[src/rtl/icache_req_sched.sv]
// icache_req_sched: arbitrates CPU fetch, whole-cache invalidate and prefetch onto one
// registered issue slot. Define ICACHE_REQ_SCHED_PERF_EN to add 32-bit grant counters.
module icache_req_sched #(
    parameter int ADDR_W       = 32,
    parameter int SET_W        = 6,
    parameter int OFF_W        = 6,
    parameter int STARVE_LIMIT = 8,
    parameter int CNT_W        = 4
) (
    input  logic              clk,
    input  logic              reset,
    input  logic              cpu_req_valid,
    input  logic [ADDR_W-1:0] cpu_req_addr,
    output logic              cpu_req_ready,
    input  logic              inv_req_valid,
    output logic              inv_req_ready,
    input  logic              pf_req_valid,
    input  logic [ADDR_W-1:0] pf_req_addr,
    output logic              pf_req_ready,
    output logic              out_valid,
    output logic [1:0]        out_op,
    output logic [ADDR_W-1:0] out_addr,
    input  logic              out_ready,
    output logic              inv_busy,
    output logic              inv_done
`ifdef ICACHE_REQ_SCHED_PERF_EN
    ,
    output logic [31:0]       perf_cpu_grants,
    output logic [31:0]       perf_pf_grants,
    output logic [31:0]       perf_pf_forced
`endif
);

    // state     | meaning
    // IDLE      | arbitrate CPU / prefetch, accept invalidate
    // INV_WALK  | issue one invalidate-set op per free slot cycle
    // INV_DRAIN | last set issued, wait for the slot to empty
    // INV_DONE  | pulse inv_done, then return to IDLE
    typedef enum logic [1:0] {IDLE, INV_WALK, INV_DRAIN, INV_DONE} state_t;

    localparam int         NUM_SETS = 2 ** SET_W;
    localparam logic [1:0] OP_FETCH = 2'b00;
    localparam logic [1:0] OP_PF    = 2'b01;
    localparam logic [1:0] OP_INV   = 2'b10;

    state_t              state_q, state_d;
    logic [SET_W-1:0]    set_cnt_q, set_cnt_d;
    logic [CNT_W-1:0]    starve_cnt_q, starve_cnt_d;
    logic                out_valid_q, out_valid_d;
    logic [1:0]          out_op_q, out_op_d;
    logic [ADDR_W-1:0]   out_addr_q, out_addr_d;

    logic                slot_free;
    logic                starve_hit;
    logic                starve_sat;
    logic                cpu_gnt;
    logic                pf_gnt;
    logic                pf_forced;
    logic                load;
    logic [1:0]          load_op;
    logic [ADDR_W-1:0]   load_addr;
    logic [ADDR_W-1:0]   set_addr;

    assign slot_free  = !out_valid_q || out_ready;
    assign starve_hit = starve_cnt_q >= CNT_W'(STARVE_LIMIT);
    assign starve_sat = &starve_cnt_q;
    assign set_addr   = {{(ADDR_W-SET_W-OFF_W){1'b0}}, set_cnt_q, {OFF_W{1'b0}}};

    always_comb begin
        state_d      = state_q;
        set_cnt_d    = set_cnt_q;
        starve_cnt_d = starve_cnt_q;
        cpu_gnt      = 1'b0;
        pf_gnt       = 1'b0;
        pf_forced    = 1'b0;
        load         = 1'b0;
        load_op      = OP_FETCH;
        load_addr    = '0;

        case (state_q)
            IDLE: begin
                if (inv_req_valid) begin
                    state_d   = INV_WALK;
                    set_cnt_d = '0;
                end else if (slot_free) begin
                    if (pf_req_valid && starve_hit) begin
                        pf_gnt    = 1'b1;
                        pf_forced = 1'b1;
                    end else if (cpu_req_valid) begin
                        cpu_gnt = 1'b1;
                    end else if (pf_req_valid) begin
                        pf_gnt = 1'b1;
                    end
                end

                // only a CPU win over a waiting prefetch counts as a lost cycle
                if (!pf_req_valid || pf_gnt) begin
                    starve_cnt_d = '0;
                end else if (cpu_gnt && !starve_sat) begin
                    starve_cnt_d = starve_cnt_q + 1'b1;
                end

                if (cpu_gnt) begin
                    load      = 1'b1;
                    load_op   = OP_FETCH;
                    load_addr = cpu_req_addr;
                end else if (pf_gnt) begin
                    load      = 1'b1;
                    load_op   = OP_PF;
                    load_addr = pf_req_addr;
                end
            end
            INV_WALK: begin
                if (slot_free) begin
                    load      = 1'b1;
                    load_op   = OP_INV;
                    load_addr = set_addr;
                    set_cnt_d = set_cnt_q + 1'b1;
                    if (set_cnt_q == SET_W'(NUM_SETS - 1)) begin
                        state_d = INV_DRAIN;
                    end
                end
            end
            INV_DRAIN: begin
                if (!out_valid_q || out_ready) begin
                    state_d = INV_DONE;
                end
            end
            INV_DONE: begin
                state_d = IDLE;
            end
            default: begin
                state_d = IDLE;
            end
        endcase

        out_valid_d = load || (out_valid_q && !out_ready);
        out_op_d    = load ? load_op : out_op_q;
        out_addr_d  = load ? load_addr : out_addr_q;
    end

    always_ff @(posedge clk or posedge reset) begin
        if (reset) begin
            state_q      <= IDLE;
            set_cnt_q    <= '0;
            starve_cnt_q <= '0;
            out_valid_q  <= 1'b0;
            out_op_q     <= '0;
            out_addr_q   <= '0;
        end else begin
            state_q      <= state_d;
            set_cnt_q    <= set_cnt_d;
            starve_cnt_q <= starve_cnt_d;
            out_valid_q  <= out_valid_d;
            out_op_q     <= out_op_d;
            out_addr_q   <= out_addr_d;
        end
    end

    // readies are combinational; masking with reset keeps them low while reset is held
    assign inv_req_ready = (state_q == IDLE) && !reset;
    assign cpu_req_ready = cpu_gnt && !reset;
    assign pf_req_ready  = pf_gnt && !reset;
    assign out_valid     = out_valid_q;
    assign out_op        = out_op_q;
    assign out_addr      = out_addr_q;
    assign inv_busy      = (state_q != IDLE);
    assign inv_done      = (state_q == INV_DONE);

`ifdef ICACHE_REQ_SCHED_PERF_EN
    logic [31:0] perf_cpu_q, perf_cpu_d;
    logic [31:0] perf_pf_q, perf_pf_d;
    logic [31:0] perf_forced_q, perf_forced_d;

    always_comb begin
        perf_cpu_d    = perf_cpu_q + {31'd0, cpu_gnt};
        perf_pf_d     = perf_pf_q + {31'd0, pf_gnt};
        perf_forced_d = perf_forced_q + {31'd0, pf_forced};
    end

    always_ff @(posedge clk or posedge reset) begin
        if (reset) begin
            perf_cpu_q    <= '0;
            perf_pf_q     <= '0;
            perf_forced_q <= '0;
        end else begin
            perf_cpu_q    <= perf_cpu_d;
            perf_pf_q     <= perf_pf_d;
            perf_forced_q <= perf_forced_d;
        end
    end

    assign perf_cpu_grants = perf_cpu_q;
    assign perf_pf_grants  = perf_pf_q;
    assign perf_pf_forced  = perf_forced_q;
`endif

endmodule

[config.mk]
export PLATFORM = sky130hd
export DESIGN_NAME = icache_req_sched
export DESIGN_NICKNAME = d
export VERILOG_FILES = /design/src/rtl/icache_req_sched.sv
export SDC_FILE = /design/constraint.sdc
export NUM_CORES = 1
export LEC_CHECK = 0
export BUFFER_PORTS_ARGS = -buffer_cell sky130_fd_sc_hd__buf_2
export CORE_MARGIN = 3
export CORE_UTILIZATION = 50
export CTS_CLUSTER_DIAMETER = 120
export CTS_CLUSTER_SIZE = 24
export DETAILED_ROUTE_END_ITERATION = 16
export GPL_ROUTABILITY_DRIVEN = 0
export PLACE_DENSITY = 0.86
export SLEW_MARGIN = 5
export SYNTH_ARGS = -nofsm -noshare
export SYNTH_HDL_FRONTEND = slang
export SYNTH_SLANG_ARGS = --single-unit
[constraint.sdc]
create_clock -name clk -period 6.5 [get_ports clk]
set_clock_uncertainty 0.1 [all_clocks]
set_input_delay 1.3 -clock clk [delete_from_list [all_inputs] [get_ports clk]]
set_output_delay 1.3 -clock clk [all_outputs]
set_load 0.05 [all_outputs]
==> results of run 1 <==
## per-layer routing
| layer | vias up | share of wire [%] | GRT usage (%) |
|---|---|---|---|
| li1 | 1007 | - | - |
| met1 | 1010 | 42 | 28.2 |
| met2 | 84 | 49 | 35.2 |
| met3 | 18 | 6.2 | 5.47 |
| met4 | 0 | 2.4 | 8.10 |
| met5 | - | 0 | 0 |
## Yosys cell counts
library cell and count:
a21boi_2 1, a21o_1 2, a21oi_1 6, a221o_1 28, a22o_1 4, a22oi_1 1, a2bb2oi_1 1, a2bb2oi_2 1
a31o_2 2, a32oi_1 6, and2_0 15, and2_1 12, and2b_4 1, and3_1 1, buf_2 8, buf_6 3
clkbuf_1 2, dfrtp_1 47, ha_1 7, inv_1 9, mux2_2 6, mux2i_1 1, nand2_1 13, nand2_2 1
nand2b_1 2, nand3_1 3, nor2_1 11, nor2_2 1, nor2b_1 1, nor3_1 3, nor3b_1 1, o21ai_0 6
o22ai_1 1, o2bb2ai_1 4, o31ai_1 4
## layout by cell type (no fill, tap or decap), types with 2 or more instances in the layout
| cell | count |
|---|---|
| o2bb2ai_1 | 4 |
| a21o_1 | 2 |
| mux2_2 | 6 |
| nor2_1 | 11 |
| a32oi_1 | 6 |
| clkbuf_8 | 5 |
| a221o_1 | 28 |
| a31o_2 | 2 |
| o21ai_0 | 6 |
| ha_1 | 7 |
| buf_4 | 2 |
| and2_1 | 12 |
| o31ai_1 | 4 |
| inv_1 | 8 |
| dfrtp_1 | 47 |
| nand2b_1 | 2 |
| a22o_1 | 4 |
| a21oi_1 | 6 |
| nor3_1 | 3 |
| nand3_1 | 3 |
| nand2_1 | 13 |
| and2_0 | 15 |
| buf_2 | 109 |
## worst min-delay path by stage
stage                             start  cells past startpoint                        to  slack [ns]
3_5_place_dp   out_addr[10]$_DFFE_PP0P_                      1  out_addr[10]$_DFFE_PP0P_        0.39
6_report       out_addr[14]$_DFFE_PP0P_                      1  out_addr[14]$_DFFE_PP0P_        0.41
4_1_cts        out_addr[10]$_DFFE_PP0P_                      1  out_addr[10]$_DFFE_PP0P_        0.42
3_3_place_gp      out_op[1]$_DFFE_PP0P_                      1     out_op[1]$_DFFE_PP0P_        0.38
2_1_floorplan  set_cnt_q[5]$_DFFE_PP0P_                      1  set_cnt_q[5]$_DFFE_PP0P_        0.39
5_1_grt        out_addr[31]$_DFFE_PP0P_                      1  out_addr[31]$_DFFE_PP0P_        0.43
## final cells by class
type,instances,area share [%]
Inverter,9,1.11
Multi-Input combinational cell,146,35.7
Clock buffer,5,2.27
Clock inverter,3,1.57
Sequential cell,47,38.7
Tap cell,52,2.14
Timing Repair Buffer,111,18.5
## report_power, final
part | internal [W] | switching, W
clock | 0.000117 | 0.000104
combinational | 0.000212 | 0.000485
sequential | 0.000379 | 0.0000609
## cell families after synthesis
logic type | count (synthesis) | share of synthesized area, %
compound gates | 67 | 24.2
fa+ha+maj | 7 | 3.69
buf+inv | 22 | 4.85
flops | 47 | 49.5
mux | 7 | 3.27
simple gates | 65 | 14.5
## through the flow
| stage | hold WS (ns) | instance area [µm²] | setup slack (ns) | total power [W] | instances |
|---|---|---|---|---|---|
| global route | 0.430 | 3040 | 2.30 | 0.00143 | 373 |
| finish | 0.412 | 3040 | 2.46 | 0.00136 | 373 |
| CTS | 0.417 | 3040 | 2.43 | 0.00137 | 373 |
| floorplan | 0.393 | 2370 | 2.21 | 0.000973 | 215 |
| detailed placement | 0.392 | 2920 | 2.42 | 0.00114 | 365 |
| global placement | 0.380 | 2920 | 2.43 | 0.00112 | 365 |
## flip-flops by register name (all words and copies together) (netlist names)
signal / count
out_op: 2
out_addr: 32
starve_cnt_q: 4
state_q: 2
set_cnt_q: 6
out_valid: 1
==> flow_metrics.tcl, run 1 <==
set metrics [dict create \
    multi_input_area_um2 1080 \
    hold_buffers 0 \
    synth_area_um2 2370 \
    grt_pass1_vias 1982 \
    status "completed" \
    fin_crit_sh_pct 62.2 \
    ctsResizeCount 0 \
    port_buffers 109 \
    setup_viol 0 \
    hp-class "reg2reg" \
    worstMarginPinSlew_ns 1.02 \
    synthCells 215 \
    drive_above_1_share_pct 41.4 \
    yosysWarningCount 0 \
    ys_ff_latch 47 \
    fp.coreArea_um2 4470 \
    area_delta_synth_final_pct 27.8 \
    grt_use_total_pct 21.7 \
    cts_buffers 5 \
    cts.path.max_buffers 2 \
    firstDrtPassIters 4 \
    path_depth 6 \
    fin_setup_tns_ns 0 \
    drc 0 \
    relSlewSlack_pct 32.0 \
    critical_path_class "in2out" \
    cts.sinks 47 \
    synth_top_area_cell "dfrtp_1" \
    reg2reg_from "state_q[0]$_DFFE_PP0P_" \
    avgRoutedWirePerCell_um 16.2 \
    reg2regPathDepth 7 \
    reg2reg_slack_ns 3.71 \
    crit_path_frequent_cell "buf_2" \
    clock-root-buffer "clkbuf_8" \
    seq_area_um2 1180 \
    synthTopCellsByArea "dfrtp_1, a221o_1, and2_0" \
    cp-end-kind "primary output" \
    grt_pass1_wl_um 9290 \
    die-area_um2 5610 \
    report.final.slew_viol_count 0 \
    hpwl_um 4540 \
    critPathCapture "cpu_req_ready" \
    path_cells "buf_2, a21boi_2, and3_1, buf_4, and2_1, buf_2" \
    chipHeight_um 74.9 \
    ys_seq_area_share_pct 49.5 \
    cp-startpoint "pf_req_valid" \
    critPathRequiredTime_ns 5.10 \
    crit_family "buffers and inverters" \
    h-tree-depth 2 \
    ir_drop_mv 0.256 \
    first_iter_violations 129 \
    maxCapViolCount 0 \
    nets 397 \
    cts_tree "built" \
    clk_latency_ns 0.31 \
    clk_pin_slew_ns 0.10 \
    syn_nets 292 \
    antenna_found_initial 0 \
    drt_wl_total_um 6040 \
    rows 24 \
    num_vias 2119 \
    synth_top_area_share_pct 49.5 \
    ios 110 \
    critPathLaunchType "primary input" \
    worstPathArrival_ns 2.64 \
    start_util_pct 53.1 \
    finalHoldViolCount 0 \
    leakagePower_nw 1.61 \
    fmax_mhz 247 \
    crit_fanout 28 \
    final_util_pct 67.8 \
    rsz0062_at_grt "no" \
    crit_slowest_cell "a21boi_2" \
    antenna_left 0 \
    die_w_um 74.9 \
    p_per_area_nw_per_um2 447 \
    grt_max_degree 49 \
    diodes 0 \
    cts_setup_buffers 0 \
    grt.overflow.total 0 \
    min_period_ns 4.04 \
    n_fill_cell 358 \
    crit_buf_inv 3 \
    worstReg2RegEnd "out_addr[10]$_DFFE_PP0P_" \
    vias_per_cell 5.68 \
    synth.distinct_cells 35 \
    slowest_delay_ns 0.30 \
    postSynthAreaPerCell_um2 11.0 \
]
Power figures use the tool's default switching activity.
==> run 2: changes to the inputs <==
- CORE_UTILIZATION: 50 -> 42
- PLACE_DENSITY: 0.86 -> 0.77
- clock period: 6.5 -> 3.3 ns (I/O delays scaled with it)
==> run 2 against run 1 <==
Count of clock-buffer cells in the layout stayed put. Setup slack got worse by 2.0 ns. Combinational power up 97%. Sequential power rose by 98%. Wire length grew 5.5%. Clock power rose by 53%. Largest cell class unchanged. Largest power group unchanged.
==> flow_metrics.tcl, run 2 (synthesized netlist as in run 1, its figures left out) <==
set metrics [dict create \
    critical_path_class "reg2out" \
    slowest_delay_ns 0.43 \
    p_per_area_nw_per_um2 848 \
    hold_depth 1 \
    hold_buffers 0 \
    maxCapViolCount 0 \
    cp-startpoint "state_q[0]$_DFFE_PP0P_" \
    firstDrtPassIters 4 \
    largest_reg_flops 32 \
    num_vias 2115 \
    avgRoutedWirePerCell_um 16.2 \
    finalHoldViolCount 0 \
    layout_common_cells "buf_2, dfrtp_1, a221o_1" \
    vias_per_cell 5.38 \
    setup_viol 0 \
    p_total_w 0.00258 \
    ctsResizeCount 0 \
    cts_setup_buffers 0 \
    antenna_found_initial 0 \
    h-tree-depth 2 \
    final_util_pct 57.8 \
    crit_buf_inv 2 \
    leakagePower_nw 1.61 \
    rows 26 \
    min_period_ns 2.79 \
    grt_use_total_pct 19.0 \
    crit_fanout 12 \
    clk_pin_slew_ns 0.09 \
    relSlewSlack_pct 30.2 \
    reg2reg_slack_ns 0.79 \
    ir_drop_mv 0.557 \
    ios 110 \
    die_w_um 81.2 \
    drt_wl_total_um 6380 \
    report.final.slew_viol_count 0 \
    nets 400 \
    area_delta_synth_final_pct 28.3 \
    port_buffers 109 \
    diodes 0 \
    drive_above_1_share_pct 41.8 \
    clk_latency_ns 0.30 \
    path_depth 6 \
    cts.path.max_buffers 2 \
    grt_max_degree 48 \
    path_cells "inv_1, ha_1, and2b_4, nand2_2, nor3_1, buf_2" \
    start_util_pct 45.1 \
    pre_cts_ws_ns 0.747 \
    critPathLaunchType "flip-flop" \
    rsz0062_at_grt "no" \
    fp.coreArea_um2 5270 \
    reg2reg_from "state_q[0]$_DFFE_PP0P_" \
    reg2regPathDepth 6 \
    worstPathArrival_ns 2.03 \
    finalWorstSetupSlack_ns 0.505 \
    fin_setup_tns_ns 0 \
    cp-end-kind "primary output" \
    final_common_cell "buf_2" \
    hpwl_um 4830 \
    grt_pass1_vias 1920 \
    chipHeight_um 81.2 \
    worstReg2RegEnd "out_addr[12]$_DFFE_PP0P_" \
    grt.overflow.total 0 \
    critPathRequiredTime_ns 2.54 \
    worstMarginPinSlew_ns 1.05 \
    fmax_mhz 358 \
    cts_tree "built" \
    grt_pass1_wl_um 9470 \
    status "completed" \
    critPathCapture "pf_req_ready" \
    crit_family "simple AND/OR/NAND/NOR gates" \
    clock-root-buffer "clkbuf_8" \
    fin_crit_sh_pct 84.7 \
    crit_slowest_cell "dfrtp_1" \
    antenna_left 0 \
    hp-class "reg2reg" \
    cts.sinks 47 \
    first_iter_violations 96 \
    die-area_um2 6590 \
    cts_buffers 5 \
    drc 0 \
]
==> run 2: routing by layer <==
metal	routed length (µm)	vias to the layer above	global-route usage (%)	part of all wire [%]
met4	80	0	7.09	1.3
met1	2790	1008	26.1	44
met2	2970	88	29.6	47
li1	-	1012	-	-
met5	0	-	0	0
met3	530	7	3.66	8.3
==> run 2: worst min-delay path by stage <==
stage	from	to	slack, ns
global placement	out_op[1]$_DFFE_PP0P_	out_op[1]$_DFFE_PP0P_	0.37
floorplan	set_cnt_q[5]$_DFFE_PP0P_	set_cnt_q[5]$_DFFE_PP0P_	0.39
detailed placement	out_op[1]$_DFFE_PP0P_	out_op[1]$_DFFE_PP0P_	0.38
CTS	out_op[1]$_DFFE_PP0P_	out_op[1]$_DFFE_PP0P_	0.40
global route	out_addr[14]$_DFFE_PP0P_	out_addr[14]$_DFFE_PP0P_	0.43
finish	out_op[1]$_DFFE_PP0P_	out_op[1]$_DFFE_PP0P_	0.40
==> run 2: power breakdown <==
| part | total [W] | leakage [nW] | internal (W) | switching [W] |
|---|---|---|---|---|
| clock network | 0.000338 | 0.0440 | 0.000145 | 0.000193 |
| registers | 0.000872 | 0.626 | 0.000747 | 0.000126 |
| logic | 0.00137 | 0.935 | 0.000430 | 0.000945 |
==> run 2: through the flow <==
stage,area [µm²],cells,hold slack (ns)
2_1_floorplan,2370,215,0.393
3_3_place_gp,2960,386,0.367
3_5_place_dp,2960,386,0.377
4_1_cts,3050,393,0.404
5_1_grt,3050,393,0.428
6_report,3050,393,0.401
==> run 2: cell type report <==
class / count / area, µm²
clock inverter: 2 / 13.8
timing repair buffer: 114 / 583
tap: 70 / 87.6
sequential: 47 / 1180
clock buffer: 5 / 68.8
inverter: 9 / 33.8
multi-input combinational: 146 / 1080
fill: 497 / 2220
==> run 3: changes to the inputs <==
- CORE_UTILIZATION: 42 -> 47
- PLACE_DENSITY: 0.77 -> 0.81
- clock period: 3.3 -> 2.9 ns (I/O delays scaled with it)
==> run 3 against run 2 <==
Sequential power rose by 13%. Flip-flop and latch count did not move. Global-route usage rose by 1.3 points. Total power rose by 20%. Setup slack got worse by 0.28 ns. Via count rose by 1.4%. Non-clock buffer count did not move. Core utilization rose by 6.5 points. Clock power rose by 66%. Register-to-register slack got worse by 0.43 ns. Largest power group unchanged.
==> flow_metrics.tcl, run 3 (synthesized netlist as in run 1, its figures left out) <==
set metrics [dict create \
    status "completed" \
    nets 400 \
    cts.path.max_buffers 2 \
    n_fill_cell 416 \
    reg2reg_slack_ns 0.36 \
    reg2regPathDepth 6 \
    first_iter_violations 121 \
    holdWs_ns 0.368 \
    worstPathArrival_ns 1.99 \
    ir_drop_mv 0.596 \
    cts_tree "built" \
    min_period_ns 2.67 \
    p_per_area_nw_per_um2 1000 \
    avgRoutedWirePerCell_um 15.5 \
    rsz0062_at_grt "no" \
    setup_viol 0 \
    cp-end-kind "primary output" \
    drt_wl_total_um 6060 \
    num_vias 2144 \
    die-area_um2 5940 \
    firstDrtPassIters 4 \
    diodes 0 \
    final_common_cell "buf_2" \
    maxCapViolCount 0 \
    seq_area_um2 1180 \
    grt_pass1_vias 2012 \
    h-tree-depth 2 \
    finalHoldViolCount 0 \
    rows 25 \
    cts_buffers 5 \
    critPathLaunchType "flip-flop" \
    drive_above_1_share_pct 42.0 \
    cts.sinks 47 \
    drc 0 \
    cp-startpoint "state_q[1]$_DFFE_PP0P_" \
    placed_area_um2 2970 \
    critical_path_class "reg2out" \
    port_buffers 109 \
    grt_use_total_pct 20.3 \
    vias_per_cell 5.48 \
    fmax_mhz 374 \
    design_area_um2 3100 \
    cts_setup_buffers 0 \
    p_total_w 0.00311 \
    critPathRequiredTime_ns 2.22 \
    fin_crit_sh_pct 92.2 \
    layout_common_cells "buf_2, dfrtp_1, a221o_1" \
    grt.overflow.total 0 \
    hold_buffers 0 \
    hpwl_um 4500 \
    chipHeight_um 77.1 \
    fp.coreArea_um2 4820 \
    grt_max_degree 48 \
    largest_reg_flops 32 \
    grt_pass1_wl_um 9630 \
    area_delta_synth_final_pct 30.5 \
    die_w_um 77.1 \
    report.final.slew_viol_count 0 \
    leakagePower_nw 1.63 \
    relSlewSlack_pct 30.1 \
    multi_input_area_um2 1090 \
    final_util_pct 64.3 \
    clk_latency_ns 0.29 \
    worstMarginPinSlew_ns 1.05 \
    clock-root-buffer "clkbuf_8" \
    crit_fanout 12 \
    antenna_left 0 \
    ios 110 \
    clk_pin_slew_ns 0.09 \
    antenna_found_initial 0 \
    reg2reg_from "state_q[1]$_DFFE_PP0P_" \
    start_util_pct 49.3 \
    ctsResizeCount 0 \
    fin_setup_tns_ns 0 \
    hp-class "in2async" \
]
run 3: changes by cell type in the layout (fill, tap and decap cells not counted), sizes merged:
cell,before,now
clkinv,2,0
clkbuf,5,6
bufinv,0,2
run 3: where the power goes:
group          total (W)  switching (W)  leakage [nW]  internal (W)
Clock           0.000560       0.000215        0.0654      0.000345
Combinational    0.00157        0.00108         0.936      0.000488
Sequential      0.000984       0.000135         0.626      0.000849
Total            0.00311        0.00143          1.63       0.00168
run 3: worst max-delay path: stages, from the launching register on:
cell and delay (ns):
dfrtp_1 0.42, inv_1 0.12, ha_1 0.29, and2b_4 0.22, nand2_2 0.18, nor3_2 0.19, buf_2 0.29
run 3: routing by layer:
layer	vias up	part of all wire [%]	track usage [%]
met2	73	49	34.0
met5	-	0	0
li1	1018	-	-
met3	9	5.9	3.17
met4	0	1.3	6.76
met1	1044	43	26.8
run 3: path summary, 6_finish.rpt:
check / end
max: pf_req_ready
min: out_addr[0]$_DFFE_PP0P_
max reg2reg: out_addr[18]$_DFFE_PP0P_
min reg2reg: out_op[1]$_DFFE_PP0P_
max in group asynchronous: out_addr[23]$_DFFE_PP0P_
min in group clk: out_op[1]$_DFFE_PP0P_
run 3: per-stage QoR:
step / instances / setup WS [ns]
floorplan: 215 / 0.0827
global placement: 383 / 0.468
detailed placement: 383 / 0.402
CTS: 391 / 0.227
global route: 391 / 0.102
finish: 391 / 0.225
run 3: area by class of cell:
cell class / count / share of cell area (%)
clock buffers: 6 / 2.34
clock inverters: 2 / 1.94
inverters: 9 / 1.09
multi-input cells: 146 / 35.1
flip-flops and latches: 47 / 38.0
well taps: 67 / 2.71
repair buffers: 114 / 18.8
